$ cat src/rtl/alu_ops_pkg.sv
// ALU control codes shared by the decoder and the multiply/divide unit,
// plus the state type of the multi-cycle unit.
package alu_ops_pkg;

  localparam logic [3:0] ALU_AND  = 4'b0000;
  localparam logic [3:0] ALU_OR   = 4'b0001;
  localparam logic [3:0] ALU_ADD  = 4'b0010;
  localparam logic [3:0] ALU_XOR  = 4'b0100;
  localparam logic [3:0] ALU_MULT = 4'b0101;
  localparam logic [3:0] ALU_SUB  = 4'b0110;
  localparam logic [3:0] ALU_SLT  = 4'b0111;
  localparam logic [3:0] ALU_SLL  = 4'b1000;
  localparam logic [3:0] ALU_SRL  = 4'b1001;
  localparam logic [3:0] ALU_SRA  = 4'b1010;
  localparam logic [3:0] ALU_DIV  = 4'b1011;
  localparam logic [3:0] ALU_NOR  = 4'b1100;

  typedef enum logic {
    IDLE = 1'b0,
    CALC = 1'b1
  } md_state_t;

endpackage

$ cat src/rtl/md_sign_adjust.sv
// Two's-complement conditional negate: turns a signed value into its magnitude,
// or an unsigned magnitude back into a signed result, truncated to WIDTH bits.
module md_sign_adjust #(
  parameter int WIDTH = 32
) (
  input  logic [WIDTH-1:0] value,
  input  logic             negate,
  output logic [WIDTH-1:0] result
);

  assign result = negate ? -value : value;

endmodule

$ cat src/rtl/mul_div_unit.sv
// Iterative signed multiply/divide unit: one shift-add or restoring
// shift-subtract step per cycle, results held in hi/lo until the next completion.
module mul_div_unit
  import alu_ops_pkg::*;
#(
  parameter int WIDTH = 32
) (
  input  logic             clk,
  input  logic             rst_n,
  input  logic             start,
  input  logic [3:0]       alu_control,
  input  logic [WIDTH-1:0] operand_a,
  input  logic [WIDTH-1:0] operand_b,
  input  logic             flush,
  output logic             busy,
  output logic             done,
  output logic [WIDTH-1:0] hi,
  output logic [WIDTH-1:0] lo,
  output logic             div_by_zero
);

  localparam int CW = $clog2(WIDTH + 1);

  md_state_t state, state_next;
  logic busy_next, done_next;
  logic op_valid, accept, iterate, finish, abort;

  logic             is_div;
  logic             sign_q;
  logic             sign_r;
  logic [WIDTH-1:0] mag_a_reg;
  logic [WIDTH-1:0] mag_b_reg;
  logic [2*WIDTH-1:0] acc;
  logic [CW-1:0]    count;

  logic [WIDTH-1:0]   mag_a, mag_b;
  logic [WIDTH:0]     mult_sum;
  logic [2*WIDTH:0]   mult_wide;
  logic [2*WIDTH-1:0] mult_next;
  logic [WIDTH:0]     div_shift, div_diff;
  logic [2*WIDTH-1:0] div_next;
  logic [2*WIDTH-1:0] prod_res;
  logic [WIDTH-1:0]   quot_res, rem_in, rem_res;

  assign op_valid = (alu_control == ALU_MULT) || (alu_control == ALU_DIV);

  md_sign_adjust #(.WIDTH(WIDTH)) u_mag_a (
    .value(operand_a), .negate(operand_a[WIDTH-1]), .result(mag_a));
  md_sign_adjust #(.WIDTH(WIDTH)) u_mag_b (
    .value(operand_b), .negate(operand_b[WIDTH-1]), .result(mag_b));

  // Product sign applies to the whole double-width word, so it gets its own wide negate.
  md_sign_adjust #(.WIDTH(2*WIDTH)) u_prod (
    .value(acc), .negate(sign_q), .result(prod_res));
  md_sign_adjust #(.WIDTH(WIDTH)) u_quot (
    .value(acc[WIDTH-1:0]), .negate(sign_q), .result(quot_res));
  md_sign_adjust #(.WIDTH(WIDTH)) u_rem (
    .value(rem_in), .negate(sign_r), .result(rem_res));

  // Divide by zero reports the dividend untouched; re-signing its magnitude restores it.
  assign rem_in = div_by_zero ? mag_a_reg : acc[2*WIDTH-1:WIDTH];

  always_comb begin
    mult_sum  = {1'b0, acc[2*WIDTH-1:WIDTH]} + {1'b0, mag_a_reg};
    mult_wide = {mult_sum, acc[WIDTH-1:0]};
    mult_next = acc[0] ? mult_wide[2*WIDTH:1] : {1'b0, acc[2*WIDTH-1:1]};
    div_shift = {acc[2*WIDTH-1:WIDTH], acc[WIDTH-1]};
    div_diff  = div_shift - {1'b0, mag_b_reg};
    div_next  = div_diff[WIDTH] ? {div_shift[WIDTH-1:0], acc[WIDTH-2:0], 1'b0}
                                : {div_diff[WIDTH-1:0], acc[WIDTH-2:0], 1'b1};
  end

  always_ff @(posedge clk or negedge rst_n) begin
    if (!rst_n) begin
      state <= IDLE;
      busy  <= 1'b0;
      done  <= 1'b0;
    end else begin
      state <= state_next;
      busy  <= busy_next;
      done  <= done_next;
    end
  end

  always_comb begin
    state_next = state;
    done_next  = 1'b0;
    accept     = 1'b0;
    iterate    = 1'b0;
    finish     = 1'b0;
    abort      = 1'b0;
    unique case (state)
      IDLE: begin
        if (!flush && start && op_valid) begin
          accept     = 1'b1;
          state_next = CALC;
        end
      end
      CALC: begin
        if (flush) begin
          abort      = 1'b1;
          state_next = IDLE;
        end else if (count == '0) begin
          finish     = 1'b1;
          done_next  = 1'b1;
          state_next = IDLE;
        end else begin
          iterate = 1'b1;
        end
      end
      default: state_next = IDLE;
    endcase
    busy_next = (state_next == CALC);
  end

  always_ff @(posedge clk or negedge rst_n) begin
    if (!rst_n) begin
      is_div      <= 1'b0;
      sign_q      <= 1'b0;
      sign_r      <= 1'b0;
      mag_a_reg   <= '0;
      mag_b_reg   <= '0;
      acc         <= '0;
      count       <= '0;
      hi          <= '0;
      lo          <= '0;
      div_by_zero <= 1'b0;
    end else if (accept) begin
      is_div      <= (alu_control == ALU_DIV);
      sign_q      <= operand_a[WIDTH-1] ^ operand_b[WIDTH-1];
      sign_r      <= operand_a[WIDTH-1];
      mag_a_reg   <= mag_a;
      mag_b_reg   <= mag_b;
      acc         <= (alu_control == ALU_DIV) ? {{WIDTH{1'b0}}, mag_a}
                                              : {{WIDTH{1'b0}}, mag_b};
      count       <= CW'(WIDTH);
      div_by_zero <= (alu_control == ALU_DIV) && (operand_b == '0);
    end else if (iterate) begin
      acc   <= is_div ? div_next : mult_next;
      count <= count - 1'b1;
    end else if (finish) begin
      if (is_div) begin
        hi <= rem_res;
        lo <= div_by_zero ? '1 : quot_res;
      end else begin
        hi <= prod_res[2*WIDTH-1:WIDTH];
        lo <= prod_res[WIDTH-1:0];
      end
    end else if (abort) begin
      div_by_zero <= 1'b0;
    end
  end

endmodule
$ cat config.mk
export PLATFORM = sky130hd
export DESIGN_NAME = mul_div_unit
export DESIGN_NICKNAME = d
export VERILOG_FILES = /design/src/rtl/alu_ops_pkg.sv /design/src/rtl/md_sign_adjust.sv /design/src/rtl/mul_div_unit.sv
export SDC_FILE = /design/constraint.sdc
export NUM_CORES = 1
export LEC_CHECK = 0
export CAP_MARGIN = 25
export CORE_MARGIN = 1
export CORE_UTILIZATION = 48
export CTS_BUF_LIST = sky130_fd_sc_hd__clkbuf_16
export DETAILED_ROUTE_END_ITERATION = 7
export HOLD_SLACK_MARGIN = 0.15
export PLACE_DENSITY = 0.74
export SLEW_MARGIN = 0
export SYNTH_ARGS = -nofsm -noshare
export SYNTH_HDL_FRONTEND = slang
export SYNTH_HIERARCHICAL = 1
export SYNTH_SLANG_ARGS = --single-unit
$ cat constraint.sdc
create_clock -name clk -period 4 [get_ports clk]
set_input_delay 0.4 -clock clk [delete_from_list [all_inputs] [get_ports clk]]
set_output_delay 0.4 -clock clk [all_outputs]
set_load 0.01 [all_outputs]
* Word level (Yosys, flattened, before mapping)
Cells that the tools add are included.
** Cells by class
- $add $sub $neg :: 8
- Equal/unequal tests :: 4
- Muxes and demuxes :: 32
- Bitwise operators :: 4
- Reduce and logical (&&, ||, !) cells :: 11
** Operator list (number)
- 2-to-1 mux 64 bit :: 6
- 2-to-1 mux 32 bit :: 9
- negation 32 bit :: 4
- negation 64 bit :: 1
- adder 32 x 32 -> 33 bit :: 1
- subtractor 33 x 32 -> 33 bit :: 1
- zero test 32 bit :: 1
- 2-to-1 mux 1 bit :: 14
- 2-to-1 mux 6 bit :: 2
- zero test 6 bit :: 1
- AND reduction 3 bit :: 2
- subtractor 6 x 1 -> 6 bit, second input constant :: 1
- == test 4 x 3 -> 1 bit, second input constant :: 1
- == test 4 bit, second input constant :: 1
- nonzero test 2 bit :: 2
- logical AND 1 bit :: 3
- NOT 1 bit :: 3
- != test 2 x 1 -> 1 bit, second input constant :: 1
- != test 2 bit, second input constant :: 1
- case mux 1 bit (2 select lines) :: 1
- zero test 1 bit :: 1
- logical OR 1 bit :: 1
- bitwise XOR 1 bit :: 1
** Storage, ports and cells
- Register bits :: 204
- Input bits :: 72
- Output and inout bits :: 67
- Logic and storage cells :: 71

* Depth between registers and ports, before layout
- Word-level depth :: 7
- Gate-level depth with buffers :: 15
- Gate-level depth less buffers :: 13

* Modules after synthesis
Netlist, hierarchy kept.
** By module, submodules not included
- mul_div_unit :: times used 1, cells an instance 1533, area each 13472.9 um2, seq. area each 5104.9 um2
- md_sign_adjust (u_mag_a ...) :: times used 4, cells an instance 108, area each 767.0 um2, seq. area each 0.0 um2
- md_sign_adjust (u_prod) :: times used 1, cells an instance 198, area each 1453.9 um2, seq. area each 0.0 um2

* Worst setup path before layout
OpenSTA, ideal clock, no wires.
- Path type :: reg-to-reg
- From :: register div_by_zero
- To :: register hi[30]
- Library setup time :: 0.083 ns
- Arrival time :: 3.358 ns
- Data required time :: 3.917 ns
- Slack :: 0.559 ns
- Cell stages (with the launch flop) :: 11
- Buffers on the path :: 3
- Period minus slack after synthesis :: 3.441 ns
- Cells stage by stage :: dfrtp_1 -> clkbuf_1 -> buf_1 -> mux2_2 -> or4_4 -> or4_4 -> buf_6 -> or3_1 -> o311ai_1 -> mux2i_1 -> o21ai_0
** On the way
- Word-level cells in the longest chain between the ends :: 4
** Ends and longest elaborated chain
- from (decl) :: line mul_div_unit.sv:19 : output logic div_by_zero
- from (signal assigned) :: line mul_div_unit.sv:137 : div_by_zero <= (alu_control == ALU_DIV) && (operand_b == '0);
- 2-to-1 mux 32 bit :: line mul_div_unit.sv:61 : assign rem_in = div_by_zero ? mag_a_reg : acc[2*WIDTH-1:WIDTH];
- via rem_in[14] :: line mul_div_unit.sv:43 : logic [WIDTH-1:0] quot_res, rem_in, rem_res;
- negation 32 bit :: line md_sign_adjust.sv:11 : assign result = negate ? -value : value;
- 2-to-1 mux 32 bit :: line md_sign_adjust.sv:11
- via rem_res[30] :: line mul_div_unit.sv:43
- 2-to-1 mux 32 bit :: line mul_div_unit.sv:142 : if (is_div) begin
- to (signal assigned) :: line mul_div_unit.sv:143 : hi <= rem_res;
- to (signal assigned) :: line mul_div_unit.sv:146 : hi <= prod_res[2*WIDTH-1:WIDTH];
- to (decl) :: line mul_div_unit.sv:17 : output logic [WIDTH-1:0] hi,
The timed path passes the listed nets, and every way through them passes these cells.
A chain may end at the register's enable or synchronous reset.

* Final worst setup path
- From :: register acc[31]
- To :: register acc[57]
** On the way
- Word-level cells in the longest chain between the ends :: 5
** Ends and longest elaborated chain
- from (decl) :: line mul_div_unit.sv:33 : logic [2*WIDTH-1:0] acc;
- from (signal assigned) :: line mul_div_unit.sv:134 : acc <= (alu_control == ALU_DIV) ? {{WIDTH{1'b0}}, mag_a}
- from (signal assigned) :: line mul_div_unit.sv:139 : acc <= is_div ? div_next : mult_next;
- subtractor 33 x 32 -> 33 bit :: line mul_div_unit.sv:68 : div_diff = div_shift - {1'b0, mag_b_reg};
- 2-to-1 mux 64 bit :: line mul_div_unit.sv:69 : div_next = div_diff[WIDTH] ? {div_shift[WIDTH-1:0], acc[WIDTH-2:0], 1'b0}
- 2-to-1 mux 64 bit :: line mul_div_unit.sv:139
- 2-to-1 mux 64 bit :: line mul_div_unit.sv:138 : end else if (iterate) begin
- 2-to-1 mux 64 bit :: line mul_div_unit.sv:128 : end else if (accept) begin
Every way passes these cells. The select of a mux whose other input is x is not followed.

==> summary.txt <==
Route
  • Routed WL per cell: 21.67 um
  • Routed WL: 59.61 mm
  • Via density per instance: 6.368
  • Number of DRC violations after detailed-routing iteration 0: 1812
  • Antenna-violating nets left: 0
  • Remaining design rule violation count: 0
  • Total via count after detailed routing: approximately 18k
  • Detailed-routing iteration count for the pre-antenna-repair pass: 6

Layout
  • Synth-to-Final Area Change: 16.01%
  • Total of fill cells in the finished design: between 3k and 4k
  • Total Nets Final: 2410
  • Most flops, register: acc
  • Multi-input gate area: 12070 um2
  • Layout cell share with drive strength beyond 1: 8.282%
  • Number of flip-flops in the largest register: 64
  • Storage cell area: 5110 um2

Floorplanning
  • Initial core utilization: 48.92%
  • Core region area: around 37000 um2
  • Height of the die: 195.6 um
  • Count of standard-cell rows: 70
  • Die area: 38270 um2
  • Count of pins on the block boundary: 139
  • Width of the die: 195.6 um

Critical path
  • Critical setup path kind: flip-flop to flip-flop
  • Worst flop-to-flop path endpoint: acc[57]$_DFFE_PN0P_
  • Worst Path Max Fanout: 18
  • Critical path startpoint category: flip-flop
  • Crit end category: flip-flop
  • R2R depth: 13
  • Reg-to-reg critical path startpoint: acc[31]$_DFFE_PN0P_
  • Flop-to-flop setup slack: 0.38 ns
  • Data arrival time of the worst path: 4.02 ns
  • Critical Path RT: ~4.4 ns

Timing
  • Slew at the pin with the worst max-slew slack: 1.059 ns
  • Ratio of final minimum period to clock period: 90.57%
  • Pins over their slew limit: 0
  • Final critical delay including setup and external delays: 3.623 ns
  • Maximum clock skew at final layout: 0.01422 ns
  • Headroom to the max-slew limit: between 20% and 30%
  • Final Hold Fails: 0
  • Unrepaired setup endpoints after global routing: false
  • Timing-limited maximum frequency: 0.2760 GHz
  • Final-report setup violation count: 0
  • Total negative setup slack: 0 ns

Global route
  • Pin count of the biggest net entering global routing: 130
  • First-pass GRT wire length: roughly 93 mm
  • Final global-route overflow total: 0
  • Initial antenna violation count: 1
  • Total routing resource utilization after global routing: 30.87%
  • Via count of the first global-routing pass: 16.24k

Clock tree
  • # resized after CTS: 0
  • Number of sinks driven by the clock tree: 204
  • Clock root buffer: sky130_fd_sc_hd__clkbuf_16
  • Largest buffer count on any clock path: 3
  • TritonCTS clock tree: yes
  • Insertion delay to the later sink of the worst-skew pair: between 0.5 and 0.6 ns
  • Post CTS Setup Buffer Count: 0
  • CTS H-Tree Depth: 1
  • Count of hold buffers inserted by post-cts repair: 1
  • Cts bufs inserted: 26
  • Clock-pin slew on the worst setup and hold paths: 0.06 ns

Yosys
  • Count of state elements after synthesis: approximately 200
  • Share of flip-flops with an asynchronous set or reset after synthesis: 100.0%
  • Synth Instances: 2163
  • Post-synth net total: 2308
  • Number of enable-type register cells in the synthesized netlist: 0
  • Biggest area consumer among synthesized cells: sky130_fd_sc_hd__dfrtp_1
  • Biggest area contributors in the synthesized netlist: sky130_fd_sc_hd__dfrtp_1 28%, sky130_fd_sc_hd__xnor2_1 10%, sky130_fd_sc_hd__nand2_1 7.3%
  • Fraction of the yosys area taken by sequential cells: 28.37%
  • List of most frequent post-synthesis cells: 349 x sky130_fd_sc_hd__nand2_1, 207 x sky130_fd_sc_hd__xnor2_1, 204 x sky130_fd_sc_hd__dfrtp_1
  • Main flop type after synthesis: sky130_fd_sc_hd__dfrtp_1
  • Proportion of netlist area held by the largest area contributor: between 20% and 30%
  • Mapped cell area: 17990 um2
  • Most common cell in the synthesized netlist: sky130_fd_sc_hd__nand2_1
  • Count of distinct cell types in the synthesized netlist: 87
  • Mean cell area of the mapped netlist: 8.319 um2
  • Count of warnings emitted by yosys: 6

Power and ir drop
  • Tot Pwr: 11440 uW
  • Worst vdd rail ir drop: 0.0003477 V
  • Internal power component: 6490 uW
  • Sequential power share: 29.8%
  • Switching power as a share of total power: around 43%
  • Power Dens Cells: 548.1 nW/um2
  • Combinational group share of total power: 49.0%
  • Portion of total power attributed to the clock network: 21.2%
  • Leakage power summed over all cells: 0.009405 uW
  • Power dissipated by switching net loads: approximately 5000 uW

Placed design
  • Total half-perimeter wirelength after legalization and detailed placement: between 40 and 50 mm
  • RD Place Congestion: roughly 0.99
  • Number of buffer cells added on primary ports: 138

Run
  • Max-capacitance violation count: 0

Run status
  • Outcome: finished clean

Worst hold path
  • Hold Path Class: input port to asynchronous set/reset pin
-- area by class of cell --
cell class	instances	area share, %
multi-input combinational	1757	57.82
inverter	74	1.331
clock buffer	27	3.237
tap	468	2.805
antenna	1	0.01199
sequential	204	24.48
timing repair buffer	202	9.380
clock inverter	18	0.9350
-- power by group through the flow --
stage	logic, uW	registers [uW]	clock network, uW
final	5610	3410	2420
after global routing	6130	3500	2530
after CTS	5510	3390	2450
after detailed placement	5470	3420	0
after global placement	5370	3390	0
after floorplan	3890	3230	0
-- critical path, stage by stage (launching register included) --
cell and delay [ns]:
sky130_fd_sc_hd__dfrtp_1 0.39, sky130_fd_sc_hd__inv_1 0.06, sky130_fd_sc_hd__ha_1 0.18, sky130_fd_sc_hd__fa_1 0.22, sky130_fd_sc_hd__nor2b_1 0.07, sky130_fd_sc_hd__o31a_1 0.27
sky130_fd_sc_hd__o31a_1 0.30, sky130_fd_sc_hd__o221a_4 0.28, sky130_fd_sc_hd__o31ai_4 0.26, sky130_fd_sc_hd__mux2i_1 0.32, sky130_fd_sc_hd__o311ai_4 0.31, sky130_fd_sc_hd__mux2_2 0.36
sky130_fd_sc_hd__a222oi_1 0.30, sky130_fd_sc_hd__o21ai_0 0.16
-- logic make-up after synthesis --
family | count (synthesis) | share of synthesized area, %
adder cells (fa/ha/maj) | 73 | 5.159
flip-flops | 204 | 28.37
AND/OR/NAND/NOR | 694 | 18.83
multiplexers | 144 | 8.226
buffers and inverters | 202 | 4.672
XOR/XNOR | 229 | 11.15
AO/OA/AOI/OAI | 617 | 23.60
-- routing by layer --
| metal | vias to the layer above | part of all wire, % | global-route usage, % | routed length [um] |
|---|---|---|---|---|
| met3 | 137 | 8.5 | 4.836 | 5055 |
| met4 | 0 | 4.8 | 13.53 | 2859 |
| li1 | 8173 | - | - | - |
| met1 | 8362 | 44 | 43.63 | 25990 |
| met2 | 845 | 43 | 46.47 | 25700 |
| met5 | - | 0 | 0 | 0 |
-- worst max path at each step --
stage | startpoint | end | slack [ns] | cells past startpoint
2_1_floorplan | div_by_zero$_DFFE_PN0P_ | hi[30]$_DFFE_PN0P_ | 0.56 | 10
3_3_place_gp | acc[31]$_DFFE_PN0P_ | acc[54]$_DFFE_PN0P_ | 0.51 | 14
3_5_place_dp | acc[31]$_DFFE_PN0P_ | acc[54]$_DFFE_PN0P_ | 0.40 | 14
4_1_cts | acc[31]$_DFFE_PN0P_ | acc[54]$_DFFE_PN0P_ | 0.38 | 14
5_1_grt | acc[31]$_DFFE_PN0P_ | acc[57]$_DFFE_PN0P_ | 0.20 | 13
6_report | acc[31]$_DFFE_PN0P_ | acc[57]$_DFFE_PN0P_ | 0.38 | 13
-- stage by stage --
step           cell area [um2]  cells  util [%]  setup WS, ns  hold slack [ns]
4_1_cts                  20850   2749     56.67        0.3782           0.4833
3_3_place_gp             19950   2702     54.23        0.5078           0.4614
2_1_floorplan            17990   2163         -        0.5591           0.1044
3_5_place_dp             19960   2703     54.27        0.4038           0.4701
6_report                 20880   2751     56.75        0.3772           0.2974
5_1_grt                  20870   2750     56.74        0.1976           0.3133
-- placed cells by master (no fill, tap or decap), types with 53 or more instances in the layout --
cell type,synthesis,layout
sky130_fd_sc_hd__a21oi_1,79,79
sky130_fd_sc_hd__buf_4,9,56
sky130_fd_sc_hd__clkdlybuf4s50_1,0,137
sky130_fd_sc_hd__dfrtp_1,204,202
sky130_fd_sc_hd__ha_1,71,71
sky130_fd_sc_hd__inv_1,73,75
sky130_fd_sc_hd__mux2i_1,113,113
sky130_fd_sc_hd__nand2_1,349,348
sky130_fd_sc_hd__nor2_1,84,83
sky130_fd_sc_hd__o21ai_0,193,193
sky130_fd_sc_hd__o31ai_1,59,59
sky130_fd_sc_hd__o41ai_1,53,53
sky130_fd_sc_hd__xnor2_1,207,207
No activity file was read; power rests on OpenSTA's default activity.
